==> config.mk <==
export PLATFORM = sky130hd
export DESIGN_NAME = rj_mem_sequencer_flat
export DESIGN_NICKNAME = d
export VERILOG_FILES = /design/src/rtl/rj_mem_sequencer_pkg.sv /design/src/rtl/rj_mem_sequencer_if.sv /design/src/rtl/rj_mem_sequencer_wr_ptr.sv /design/src/rtl/rj_mem_sequencer.sv /design/src/flat_wrapper.sv
export SDC_FILE = /design/constraint.sdc
export NUM_CORES = 1
export LEC_CHECK = 0
export CORE_MARGIN = 4
export CORE_UTILIZATION = 32
export DETAILED_ROUTE_END_ITERATION = 12
export PLACE_DENSITY = 0.54
export SLEW_MARGIN = 0
export SYNTH_ARGS = -nofsm -noshare
export SYNTH_HDL_FRONTEND = slang
export SYNTH_SLANG_ARGS = --single-unit
==> constraint.sdc <==
create_clock -name Sclk -period 1.81 [get_ports Sclk]
set_input_delay 0.362 -clock Sclk [delete_from_list [all_inputs] [get_ports Sclk]]
set_output_delay 0.362 -clock Sclk [all_outputs]
set_load 0.02 [all_outputs]
==> src/rtl/rj_mem_sequencer_pkg.sv <==
// ---------------------------------------------------------------------------
// rj_pkg
// Shared definitions for the right-justified coefficient memory sequencer:
// data/address widths, memory depth, channel selectors and the sequencer
// state encoding.
// ---------------------------------------------------------------------------
package rj_pkg;

   localparam int DW    = 16;
   localparam int AW    = 4;
   localparam int DEPTH = 16;

   localparam logic [AW-1:0] LAST_ROW = AW'(DEPTH - 1);

   localparam logic CH_L = 1'b0;
   localparam logic CH_R = 1'b1;

   typedef enum logic [2:0] {
      IDLE    = 3'd0,
      CLR_SET = 3'd1,
      CLR_WE  = 3'd2,
      LD_SET  = 3'd3,
      LD_WE   = 3'd4,
      RUN     = 3'd5,
      DONE    = 3'd6
   } state_t;

endpackage

==> src/rtl/rj_mem_sequencer_if.sv <==
// ---------------------------------------------------------------------------
// rj_mem_sequencer_if
// Bundles the host load handshake, the clear/frame requests and the memory
// side bus (row, write data, strobes, read index) plus status flags.
//   master : host/memory side (drives requests, observes everything else)
//   slave  : the sequencer (drives memory bus, handshake ready and flags)
// ---------------------------------------------------------------------------
interface rj_mem_sequencer_if;
   import rj_pkg::*;

   logic          load_valid;
   logic          load_ready;
   logic [DW-1:0] load_data;
   logic          load_chan;
   logic          clr_req;
   logic          frame_start;
   logic [AW-1:0] row;
   logic [DW-1:0] wr_data;
   logic          rjL_we;
   logic          rjR_we;
   logic [AW-1:0] index_rj;
   logic          idx_valid;
   logic          frame_done;
   logic          busy;
   logic          fullL;
   logic          fullR;
   logic          overrun;

   modport master (
      output load_valid, load_data, load_chan, clr_req, frame_start,
      input  load_ready, row, wr_data, rjL_we, rjR_we, index_rj, idx_valid,
             frame_done, busy, fullL, fullR, overrun
   );

   modport slave (
      input  load_valid, load_data, load_chan, clr_req, frame_start,
      output load_ready, row, wr_data, rjL_we, rjR_we, index_rj, idx_valid,
             frame_done, busy, fullL, fullR, overrun
   );

endinterface

==> src/rtl/rj_mem_sequencer_wr_ptr.sv <==
// ---------------------------------------------------------------------------
// rj_wr_ptr
// Per-channel write pointer for one coefficient memory. Wraps 15 -> 0 and
// raises a sticky full flag on the wrap.
// Ports:
//   Sclk    : system clock, rising edge
//   clear_n : synchronous active-low reset
//   clr     : synchronous clear of pointer and full flag (end of sweep)
//   inc     : advance pointer by one row
//   ptr     : next row to be written
//   full    : a full set of rows has been written since the last clear
// ---------------------------------------------------------------------------
module rj_wr_ptr
   import rj_pkg::*;
(
   input  logic          Sclk,
   input  logic          clear_n,
   input  logic          clr,
   input  logic          inc,
   output logic [AW-1:0] ptr,
   output logic          full
);

   // Pointer advances once per completed write; full latches on the wrap
   // so writes past full fall back onto row 0 while the flag stays set.
   always_ff @(posedge Sclk) begin
      if (!clear_n || clr) begin
         ptr  <= '0;
         full <= 1'b0;
      end else if (inc) begin
         ptr <= ptr + AW'(1);
         if (ptr == LAST_ROW) begin
            full <= 1'b1;
         end
      end
   end

endmodule

==> src/rtl/rj_mem_sequencer.sv <==
// ---------------------------------------------------------------------------
// rj_mem_sequencer
// Controller for the left/right right-justified coefficient memories.
// Arbitrates host word loads, a zero-clear sweep of both memories and the
// per-frame 0..15 read-index scan so the memories never see conflicting
// strobes or indices. Every write drives row/data one cycle before a
// single-cycle strobe.
// Ports:
//   Sclk    : system clock, rising edge
//   clear_n : synchronous active-low reset
//   bus     : slave side of rj_mem_sequencer_if (host handshake, requests,
//             memory row/data/strobes, read index, status flags)
// ---------------------------------------------------------------------------
module rj_mem_sequencer
   import rj_pkg::*;
(
   input logic               Sclk,
   input logic               clear_n,
   rj_mem_sequencer_if.slave bus
);

   state_t        state;
   logic          ld_chan;
   logic          ready_q;
   logic [AW-1:0] row_q;
   logic [DW-1:0] wr_data_q;
   logic          we_l_q;
   logic          we_r_q;
   logic [AW-1:0] index_q;
   logic          idx_valid_q;
   logic          frame_done_q;
   logic          busy_q;
   logic          overrun_q;

   logic [AW-1:0] ptr_l;
   logic [AW-1:0] ptr_r;
   logic          full_l;
   logic          full_r;
   logic          inc_l;
   logic          inc_r;
   logic          ptr_clr;

   // Pointers advance during the strobe cycle of a load and are wiped on
   // the final strobe of a clear sweep.
   assign inc_l   = (state == LD_WE) && (ld_chan == CH_L);
   assign inc_r   = (state == LD_WE) && (ld_chan == CH_R);
   assign ptr_clr = (state == CLR_WE) && (row_q == LAST_ROW);

   rj_wr_ptr u_ptr_l (
      .Sclk    (Sclk),
      .clear_n (clear_n),
      .clr     (ptr_clr),
      .inc     (inc_l),
      .ptr     (ptr_l),
      .full    (full_l)
   );

   rj_wr_ptr u_ptr_r (
      .Sclk    (Sclk),
      .clear_n (clear_n),
      .clr     (ptr_clr),
      .inc     (inc_r),
      .ptr     (ptr_r),
      .full    (full_r)
   );

   // ready_q is the registered "sitting in IDLE" part of load_ready; the
   // same-cycle clear/frame requests mask it so the host never sees a
   // handshake that the arbitration would then refuse.
   assign bus.load_ready = ready_q & ~bus.clr_req & ~bus.frame_start;
   assign bus.row        = row_q;
   assign bus.wr_data    = wr_data_q;
   assign bus.rjL_we     = we_l_q;
   assign bus.rjR_we     = we_r_q;
   assign bus.index_rj   = index_q;
   assign bus.idx_valid  = idx_valid_q;
   assign bus.frame_done = frame_done_q;
   assign bus.busy       = busy_q;
   assign bus.fullL      = full_l;
   assign bus.fullR      = full_r;
   assign bus.overrun    = overrun_q;

   // Main sequencer. IDLE arbitrates clear > frame > load. SET states put
   // row/data on the bus, WE states raise the strobe for exactly one cycle.
   // A frame request seen outside IDLE is dropped and recorded in overrun;
   // the end of a clear sweep wipes overrun even if a request lands there.
   always_ff @(posedge Sclk) begin
      if (!clear_n) begin
         state        <= IDLE;
         ld_chan      <= CH_L;
         ready_q      <= 1'b0;
         row_q        <= '0;
         wr_data_q    <= '0;
         we_l_q       <= 1'b0;
         we_r_q       <= 1'b0;
         index_q      <= '0;
         idx_valid_q  <= 1'b0;
         frame_done_q <= 1'b0;
         busy_q       <= 1'b0;
         overrun_q    <= 1'b0;
      end else begin
         if (bus.frame_start && (state != IDLE)) begin
            overrun_q <= 1'b1;
         end
         case (state)
            IDLE: begin
               if (bus.clr_req) begin
                  state     <= CLR_SET;
                  row_q     <= '0;
                  wr_data_q <= '0;
                  busy_q    <= 1'b1;
                  ready_q   <= 1'b0;
               end else if (bus.frame_start) begin
                  state       <= RUN;
                  index_q     <= '0;
                  idx_valid_q <= 1'b1;
                  busy_q      <= 1'b1;
                  ready_q     <= 1'b0;
               end else if (bus.load_valid && ready_q) begin
                  state     <= LD_SET;
                  ld_chan   <= bus.load_chan;
                  wr_data_q <= bus.load_data;
                  row_q     <= (bus.load_chan == CH_R) ? ptr_r : ptr_l;
                  busy_q    <= 1'b1;
                  ready_q   <= 1'b0;
               end else begin
                  ready_q <= 1'b1;
               end
            end
            CLR_SET: begin
               state  <= CLR_WE;
               we_l_q <= 1'b1;
               we_r_q <= 1'b1;
            end
            CLR_WE: begin
               we_l_q <= 1'b0;
               we_r_q <= 1'b0;
               if (row_q == LAST_ROW) begin
                  state     <= IDLE;
                  busy_q    <= 1'b0;
                  ready_q   <= 1'b1;
                  overrun_q <= 1'b0;
               end else begin
                  state <= CLR_SET;
                  row_q <= row_q + AW'(1);
               end
            end
            LD_SET: begin
               state <= LD_WE;
               if (ld_chan == CH_R) begin
                  we_r_q <= 1'b1;
               end else begin
                  we_l_q <= 1'b1;
               end
            end
            LD_WE: begin
               state   <= IDLE;
               we_l_q  <= 1'b0;
               we_r_q  <= 1'b0;
               busy_q  <= 1'b0;
               ready_q <= 1'b1;
            end
            RUN: begin
               if (index_q == LAST_ROW) begin
                  state        <= DONE;
                  index_q      <= '0;
                  idx_valid_q  <= 1'b0;
                  frame_done_q <= 1'b1;
               end else begin
                  index_q <= index_q + AW'(1);
               end
            end
            DONE: begin
               state        <= IDLE;
               frame_done_q <= 1'b0;
               busy_q       <= 1'b0;
               ready_q      <= 1'b1;
            end
            default: begin
               state        <= IDLE;
               we_l_q       <= 1'b0;
               we_r_q       <= 1'b0;
               idx_valid_q  <= 1'b0;
               frame_done_q <= 1'b0;
               busy_q       <= 1'b0;
               ready_q      <= 1'b0;
            end
         endcase
      end
   end

endmodule

==> src/flat_wrapper.sv <==
// flat-port wrapper written by rule: the top's interface ports become plain ports
module rj_mem_sequencer_flat import rj_pkg::*;
  (Sclk, clear_n, bus_load_valid, bus_load_data, bus_load_chan, bus_clr_req, bus_frame_start, bus_load_ready, bus_row, bus_wr_data, bus_rjL_we, bus_rjR_we, bus_index_rj, bus_idx_valid, bus_frame_done, bus_busy, bus_fullL, bus_fullR, bus_overrun);
  rj_mem_sequencer_if bus_i ();
  input logic Sclk;
  input logic clear_n;
  input wire logic [$bits(bus_i.load_valid)-1:0] bus_load_valid;
  input wire logic [$bits(bus_i.load_data)-1:0] bus_load_data;
  input wire logic [$bits(bus_i.load_chan)-1:0] bus_load_chan;
  input wire logic [$bits(bus_i.clr_req)-1:0] bus_clr_req;
  input wire logic [$bits(bus_i.frame_start)-1:0] bus_frame_start;
  output wire logic [$bits(bus_i.load_ready)-1:0] bus_load_ready;
  output wire logic [$bits(bus_i.row)-1:0] bus_row;
  output wire logic [$bits(bus_i.wr_data)-1:0] bus_wr_data;
  output wire logic [$bits(bus_i.rjL_we)-1:0] bus_rjL_we;
  output wire logic [$bits(bus_i.rjR_we)-1:0] bus_rjR_we;
  output wire logic [$bits(bus_i.index_rj)-1:0] bus_index_rj;
  output wire logic [$bits(bus_i.idx_valid)-1:0] bus_idx_valid;
  output wire logic [$bits(bus_i.frame_done)-1:0] bus_frame_done;
  output wire logic [$bits(bus_i.busy)-1:0] bus_busy;
  output wire logic [$bits(bus_i.fullL)-1:0] bus_fullL;
  output wire logic [$bits(bus_i.fullR)-1:0] bus_fullR;
  output wire logic [$bits(bus_i.overrun)-1:0] bus_overrun;
  assign bus_i.load_valid = bus_load_valid;
  assign bus_i.load_data = bus_load_data;
  assign bus_i.load_chan = bus_load_chan;
  assign bus_i.clr_req = bus_clr_req;
  assign bus_i.frame_start = bus_frame_start;
  assign bus_load_ready = bus_i.load_ready;
  assign bus_row = bus_i.row;
  assign bus_wr_data = bus_i.wr_data;
  assign bus_rjL_we = bus_i.rjL_we;
  assign bus_rjR_we = bus_i.rjR_we;
  assign bus_index_rj = bus_i.index_rj;
  assign bus_idx_valid = bus_i.idx_valid;
  assign bus_frame_done = bus_i.frame_done;
  assign bus_busy = bus_i.busy;
  assign bus_fullL = bus_i.fullL;
  assign bus_fullR = bus_i.fullR;
  assign bus_overrun = bus_i.overrun;
  rj_mem_sequencer u_core (.Sclk(Sclk), .clear_n(clear_n), .bus(bus_i));
endmodule
==> flow_summary.json, run 1 <==
{
  "fin_skew_ns": 0.00475,
  "portBuffers": 54,
  "async_flop_share": 0,
  "firstDrtPassIters": 4,
  "grt_usage": 0.140,
  "finalSetupViolations": 0,
  "cts_tree": "yes",
  "clock-root-buffer": "clkbuf_8",
  "synth_seq_area_share": 0.428,
  "grt_max_degree": 25,
  "critPathMaxStageDelay_ns": 0.64,
  "initial_core_util": 0.331,
  "core-area_sq_um": 6350,
  "globalRouteOverflowTotal": 0,
  "drt-total-wl_um": 5330,
  "p_leak_nw": 1.08,
  "synth_top_family_by_area": "simple AND/OR/NAND/NOR gates",
  "p_comb_frac": 0.299,
  "vias": 1911,
  "synth_seq_cells": 45,
  "fill_cells": 640,
  "synth_compound_area_frac": 0.158,
  "regArea_sq_um": 902,
  "path_cells": "clkdlybuf4s50_1",
  "rsz0062_at_grt": "false",
  "drt-initial-drc-count": 80,
  "yosys_warnings": 0,
  "clk_path_buf_depth": 2,
  "required_ns": 1.45,
  "routedWlPerCell_um": 14.0,
  "r2r_start": "u_core.state[1]",
  "use_met1": 0.193,
  "critPathLaunch": "u_core.bus.row[3]",
  "seqPwrFrac": 0.460,
  "fin_crit_sh": 0.950,
  "drcViolationCount": 0,
  "crit_family": "buffers and inverters",
  "clock-sinks": 45,
  "syn_area_per_cell_sq_um": 8.80,
  "ys.flop_type": "dfxtp_1",
  "crit_type": "reg2out",
  "fin_util": 0.456,
  "dieWidth_um": 89.1,
  "num_rows": 29,
  "min_path_type": "reg2reg",
  "gr-usage-met3": 0.0350,
  "cts_setup_buffers": 0,
  "antenna_found_initial": 0,
  "ios": 55,
  "gp_congestion": 0.796,
  "synth-edff-count": 0,
  "placed_cell_area_sq_um": 2810,
  "min_period_ns": 1.72,
  "multi_input_area_sq_um": 1110,
  "cap_viol_max_count": 0,
  "die_height_um": 89.1,
  "p_sw_frac": 0.317,
  "syn_area_sq_um": 2100,
  "ys_types": 44,
  "area_delta_synth_final_pct": 37.6,
  "diodes": 0,
  "relSlewSlack": 0.712,
  "grtUsageMet2": 0.211,
  "p_per_area_nw_per_um2": 870,
  "worst_pin_slew_ns": 0.429,
  "grt_pass1_vias": 1853,
  "synth-xor-area-share": 0.0416,
  "switchingPower_w": 0.000798,
  "synthCells": 239,
  "slowest_stage": "clkdlybuf4s50_1",
  "place_ws_ns": -0.260,
  "ir_drop_mv": 0.348,
  "worstHoldStart": "u_core.bus.idx_valid",
  "setup_slack_ns": 0.0901,
  "synthAdderAreaFrac": 0.0238,
  "final_cell_area_sq_um": 2890,
  "synth_mux_area_frac": 0.0339,
  "power_frac_clock": 0.241,
  "status": "complete, no violations",
  "post_drt_via_cell_ratio": 5.02,
  "clk_pin_slew_worst_paths_ns": 0.08,
  "crit_fanout": 5,
  "grt_busiest_layer": "met2",
  "die_area_sq_um": 7930,
  "cts_inserted_buffers": 5,
  "hpwlAfterDp_um": 3930,
  "worstSkewPairLatency_ns": 0.30,
  "synthSimpleGateAreaFrac": 0.270,
  "fmax_mhz": 581,
  "critPathArrivalTime_ns": 1.36,
  "hold_viol_final": 0,
  "cp.buffers_inverters": 1,
  "ant_nets": 0,
  "drv_slew": 0,
  "nets": 329,
  "grt_pass1_wl_um": 8780,
  "drive_above_1_share": 0.105,
  "endpoint_kind": "output pin",
  "synth_fp_nets": 265,
  "ctsHtreeMaxLevel": 2,
  "start_kind": "flip-flop",
  "internal-power_w": 0.00172
}
## through the flow
stage                     cells  hold WS, ns  power (W)  TNS, ns
final                       381        0.444    0.00252        0
after floorplan             239        0.500    0.00160        0
after global routing        381        0.475    0.00267        0
after global placement      373        0.435    0.00193    -3.71
after CTS                   381        0.450    0.00254        0
after detailed placement    373        0.437    0.00193    -3.77
## layout make-up
class | count | share of cell area
multi-input cells | 175 | 0.384
flip-flops and latches | 45 | 0.312
repair buffers | 71 | 0.236
well taps | 77 | 0.0333
clock buffers | 8 | 0.0277
inverters | 5 | 0.00649
## flip-flops by register name, indices dropped and copies added, names as in the netlist, 3 cells and up
register             cells
u_core.bus.wr_data      16
u_core.bus.index_rj      4
u_core.bus.row           4
u_core.u_ptr_l.ptr       4
u_core.u_ptr_r.ptr       4
u_core.state             3
## cells by family (layout without fill, tap and decap cells)
| kind of cell | after synthesis | in the layout |
|---|---|---|
| AOI/OAI and AO/OA | 54 | 54 |
| xor gates and xnor gates | 10 | 10 |
| adders and majority gates | 4 | 4 |
| buffers and inverters | 19 | 84 |
| DFF | 45 | 45 |
| muxes | 7 | 7 |
| and+or+nand+nor | 100 | 100 |
## timing repair
action,4_1_cts,5_1_grt
setup endpoints to repair,1,14
gates resized for setup,1,8
hold buffers,0,0
## worst paths after layout
path / to / cells past startpoint / slack, ns
worst min-delay path: u_core.bus.idx_valid / 2 / 0.44
worst min register to register: u_core.bus.idx_valid / 2 / 0.44
worst max-delay path: bus_row[3] / 1 / 0.09
worst max register to register: u_core.bus.row[0] / 4 / 0.23
## power by group through the flow
| stage | combinational, W | clock [W] | sequential [W] |
|---|---|---|---|
| 2_1_floorplan | 0.000367 | 0 | 0.00124 |
| 3_3_place_gp | 0.000748 | 0 | 0.00118 |
| 3_5_place_dp | 0.000748 | 0 | 0.00118 |
| 4_1_cts | 0.000752 | 0.000634 | 0.00116 |
| 5_1_grt | 0.000825 | 0.000671 | 0.00117 |
| 6_report | 0.000752 | 0.000607 | 0.00116 |
## placed cells by master, fill, tap and decap left out, types with 6 or more instances in the layout
cell,n
nor2_1,19
nand3b_1,19
xnor2_1,6
mux2i_1,6
clkdlybuf4s50_1,51
nand2_1,31
nand3_1,8
dfxtp_1,44
buf_4,15
o21ai_0,8
a21oi_1,24
## per-layer routing
layer	part of all wire	vias up
met5	0	-
met4	0.016	0
met3	0.040	8
met2	0.45	38
met1	0.49	889
li1	-	976
## cell usage after synthesis (2+ instances only)
master	instances	area, sq um
a211oi_1	4	30.0
a21oi_1	24	120
a31oi_1	4	25.0
a41oi_1	2	17.5
and2_1	2	12.5
and3_1	3	18.8
and3b_1	2	17.5
buf_2	6	30.0
buf_4	2	15.0
clkbuf_1	5	18.8
dfxtp_1	45	901
ha_1	4	50.1
inv_1	5	18.8
mux2i_1	6	60.1
nand2_1	31	116
nand2b_1	2	12.5
nand3_1	8	40.0
nand3b_1	19	143
nand4_1	4	25.0
nor2_1	19	71.3
nor3_2	2	20.0
o21ai_0	9	45.0
o31ai_1	2	15.0
xnor2_1	6	52.6
xor2_1	4	35.0
Note: power is estimated with default switching activity, not from simulation.
==> run 2: changes to the inputs <==
==> constraint.sdc (replaced) <==
create_clock -name Sclk -period 1.81 [get_ports Sclk]
set_input_delay 0.181 -clock Sclk [delete_from_list [all_inputs] [get_ports Sclk]]
set_output_delay 0.181 -clock Sclk [all_outputs]
set_load 0.02 [all_outputs]
==> flow_summary.json, run 2 (synthesized netlist as in run 1, its figures left out) <==
{
  "slowest_stage": "dfxtp_1",
  "drv_slew": 0,
  "globalRouteOverflowTotal": 0,
  "min_path_cells": 2,
  "grt_busiest_layer": "met2",
  "grt_max_degree": 25,
  "fmax_mhz": 599,
  "worstSkewPairLatency_ns": 0.29,
  "cap_viol_max_count": 0,
  "required_ns": 2.00,
  "fin_crit_sh": 0.922,
  "ctsHtreeMaxLevel": 2,
  "drcViolationCount": 0,
  "critPathMaxStageDelay_ns": 0.73,
  "use_met1": 0.199,
  "min_path_type": "reg2reg",
  "clk_path_buf_depth": 2,
  "final_cell_area_sq_um": 2860,
  "clk_pin_slew_worst_paths_ns": 0.08,
  "hpwlAfterDp_um": 3830,
  "p_sw_frac": 0.317,
  "portBuffers": 54,
  "start_kind": "flip-flop",
  "crit_type": "reg2reg",
  "initial_core_util": 0.331,
  "cts_tree": "yes",
  "ios": 55,
  "drt-total-wl_um": 5260,
  "status": "complete, no violations",
  "routedWlPerCell_um": 13.9,
  "drt-initial-drc-count": 85,
  "num_rows": 29,
  "cts_inserted_buffers": 5,
  "final_cell_mix": "53 x clkdlybuf4s50_1, 45 x dfxtp_1, 31 x nand2_1",
  "p_comb_frac": 0.290,
  "relSlewSlack": 0.578,
  "diodes": 0,
  "clock-sinks": 45,
  "vias": 1872,
  "internal-power_w": 0.00170,
  "crit_fanout": 15,
  "finalSetupViolations": 0,
  "p_leak_nw": 1.04,
  "r2r_cells": 4,
  "dieWidth_um": 89.1,
  "p_per_area_nw_per_um2": 869,
  "grt_pass1_wl_um": 8780,
  "grt_usage": 0.141,
  "nets": 326,
  "endpoint_kind": "flip-flop",
  "rsz0062_at_grt": "false",
  "grt_pass1_vias": 1848,
  "grtUsageMet2": 0.217,
  "core-area_sq_um": 6350,
  "reg2reg_to": "u_core.u_ptr_l.ptr[3]",
  "area_delta_synth_final_pct": 35.9,
  "drive_above_1_share": 0.0864,
  "clock-root-buffer": "clkbuf_8",
  "seqPwrFrac": 0.469,
  "gr-usage-met3": 0.0313,
  "fin_skew_ns": 0.00424,
  "critPathArrivalTime_ns": 1.86,
  "placed_cell_area_sq_um": 2770,
  "ir_drop_mv": 0.385,
  "gp_congestion": 0.766,
  "switchingPower_w": 0.000788,
  "crit_family": "flip-flops",
  "r2r_start": "u_core.state[2]",
  "firstDrtPassIters": 4,
  "hold_viol_final": 0,
  "power_frac_clock": 0.241,
  "die_area_sq_um": 7930,
  "tns_ns": 0,
  "largest_reg_flops": 16,
  "cp.buffers_inverters": 0,
  "worstHoldStart": "u_core.bus.idx_valid",
  "worst_pin_slew_ns": 0.632,
  "min_period_ns": 1.67,
  "r2r_slack_ns": 0.14,
  "min_to": "u_core.bus.idx_valid",
  "ant_nets": 0,
  "hold_buffers": 0,
  "layout_commonest_cell": "clkdlybuf4s50_1",
  "post_drt_via_cell_ratio": 4.95,
  "path_cells": "nor4b_4 -> nand4_1 -> xor2_1 -> nor2_1",
  "die_height_um": 89.1,
  "antenna_found_initial": 0,
  "worst-path-stages": 4
}
## run 2: per-layer routing
metal  part of all wire  up-vias
met3              0.032        5
met4              0.013        0
li1                   -      973
met2               0.45       33
met5                  0        -
met1               0.50      861
## run 2: worst max-delay path by stage
stage                                       end              start  slack [ns]
final                     u_core.u_ptr_l.ptr[3]    u_core.state[2]        0.14
after global routing      u_core.u_ptr_l.ptr[3]    u_core.state[2]        0.02
after CTS                        bus_load_ready     u_core.ready_q        0.01
after detailed placement      u_core.bus.row[1]        bus_clr_req        0.11
after global placement           bus_load_ready    bus_frame_start         0.1
after floorplan               u_core.bus.row[0]  u_core.bus.row[0]        0.36
## run 2: stage by stage
stage	util	setup slack, ns	hold slack [ns]	cells	total power, W
after floorplan	-	0.362	0.319	239	0.00160
after global placement	0.436	0.0967	0.433	370	0.00190
after detailed placement	0.436	0.111	0.436	370	0.00190
after CTS	0.449	0.0109	0.448	378	0.00251
after global routing	0.450	0.0228	0.467	378	0.00263
final	0.450	0.141	0.443	378	0.00249
## run 2: power groups by stage
stage,clock network (W),logic (W),registers [W]
2_1_floorplan,0,0.000367,0.00124
3_3_place_gp,0,0.000720,0.00118
3_5_place_dp,0,0.000721,0.00118
4_1_cts,0.000626,0.000725,0.00116
5_1_grt,0.000661,0.000790,0.00118
6_report,0.000600,0.000721,0.00116
## run 2: layout make-up
type / count / area, sq um
Fill cell: 639 / 3490
Multi-Input combinational cell: 175 / 1110
Sequential cell: 45 / 901
Timing Repair Buffer: 68 / 648
Tap cell: 77 / 96.3
Clock buffer: 8 / 80.1
Inverter: 5 / 18.8
## run 2: what timing repair did
action / 4_1_cts / 5_1_grt
buffers inserted: 0 / 0
resized for setup: 0 / 2
endpoints found under the setup margin: 0 / 2
## run 2: worst reg2reg max path, delay by kind of cell (launching register included)
family	cells	cell delay [ns]
flops	1	0.73
xor+xnor	1	0.15
simple gates	3	0.69
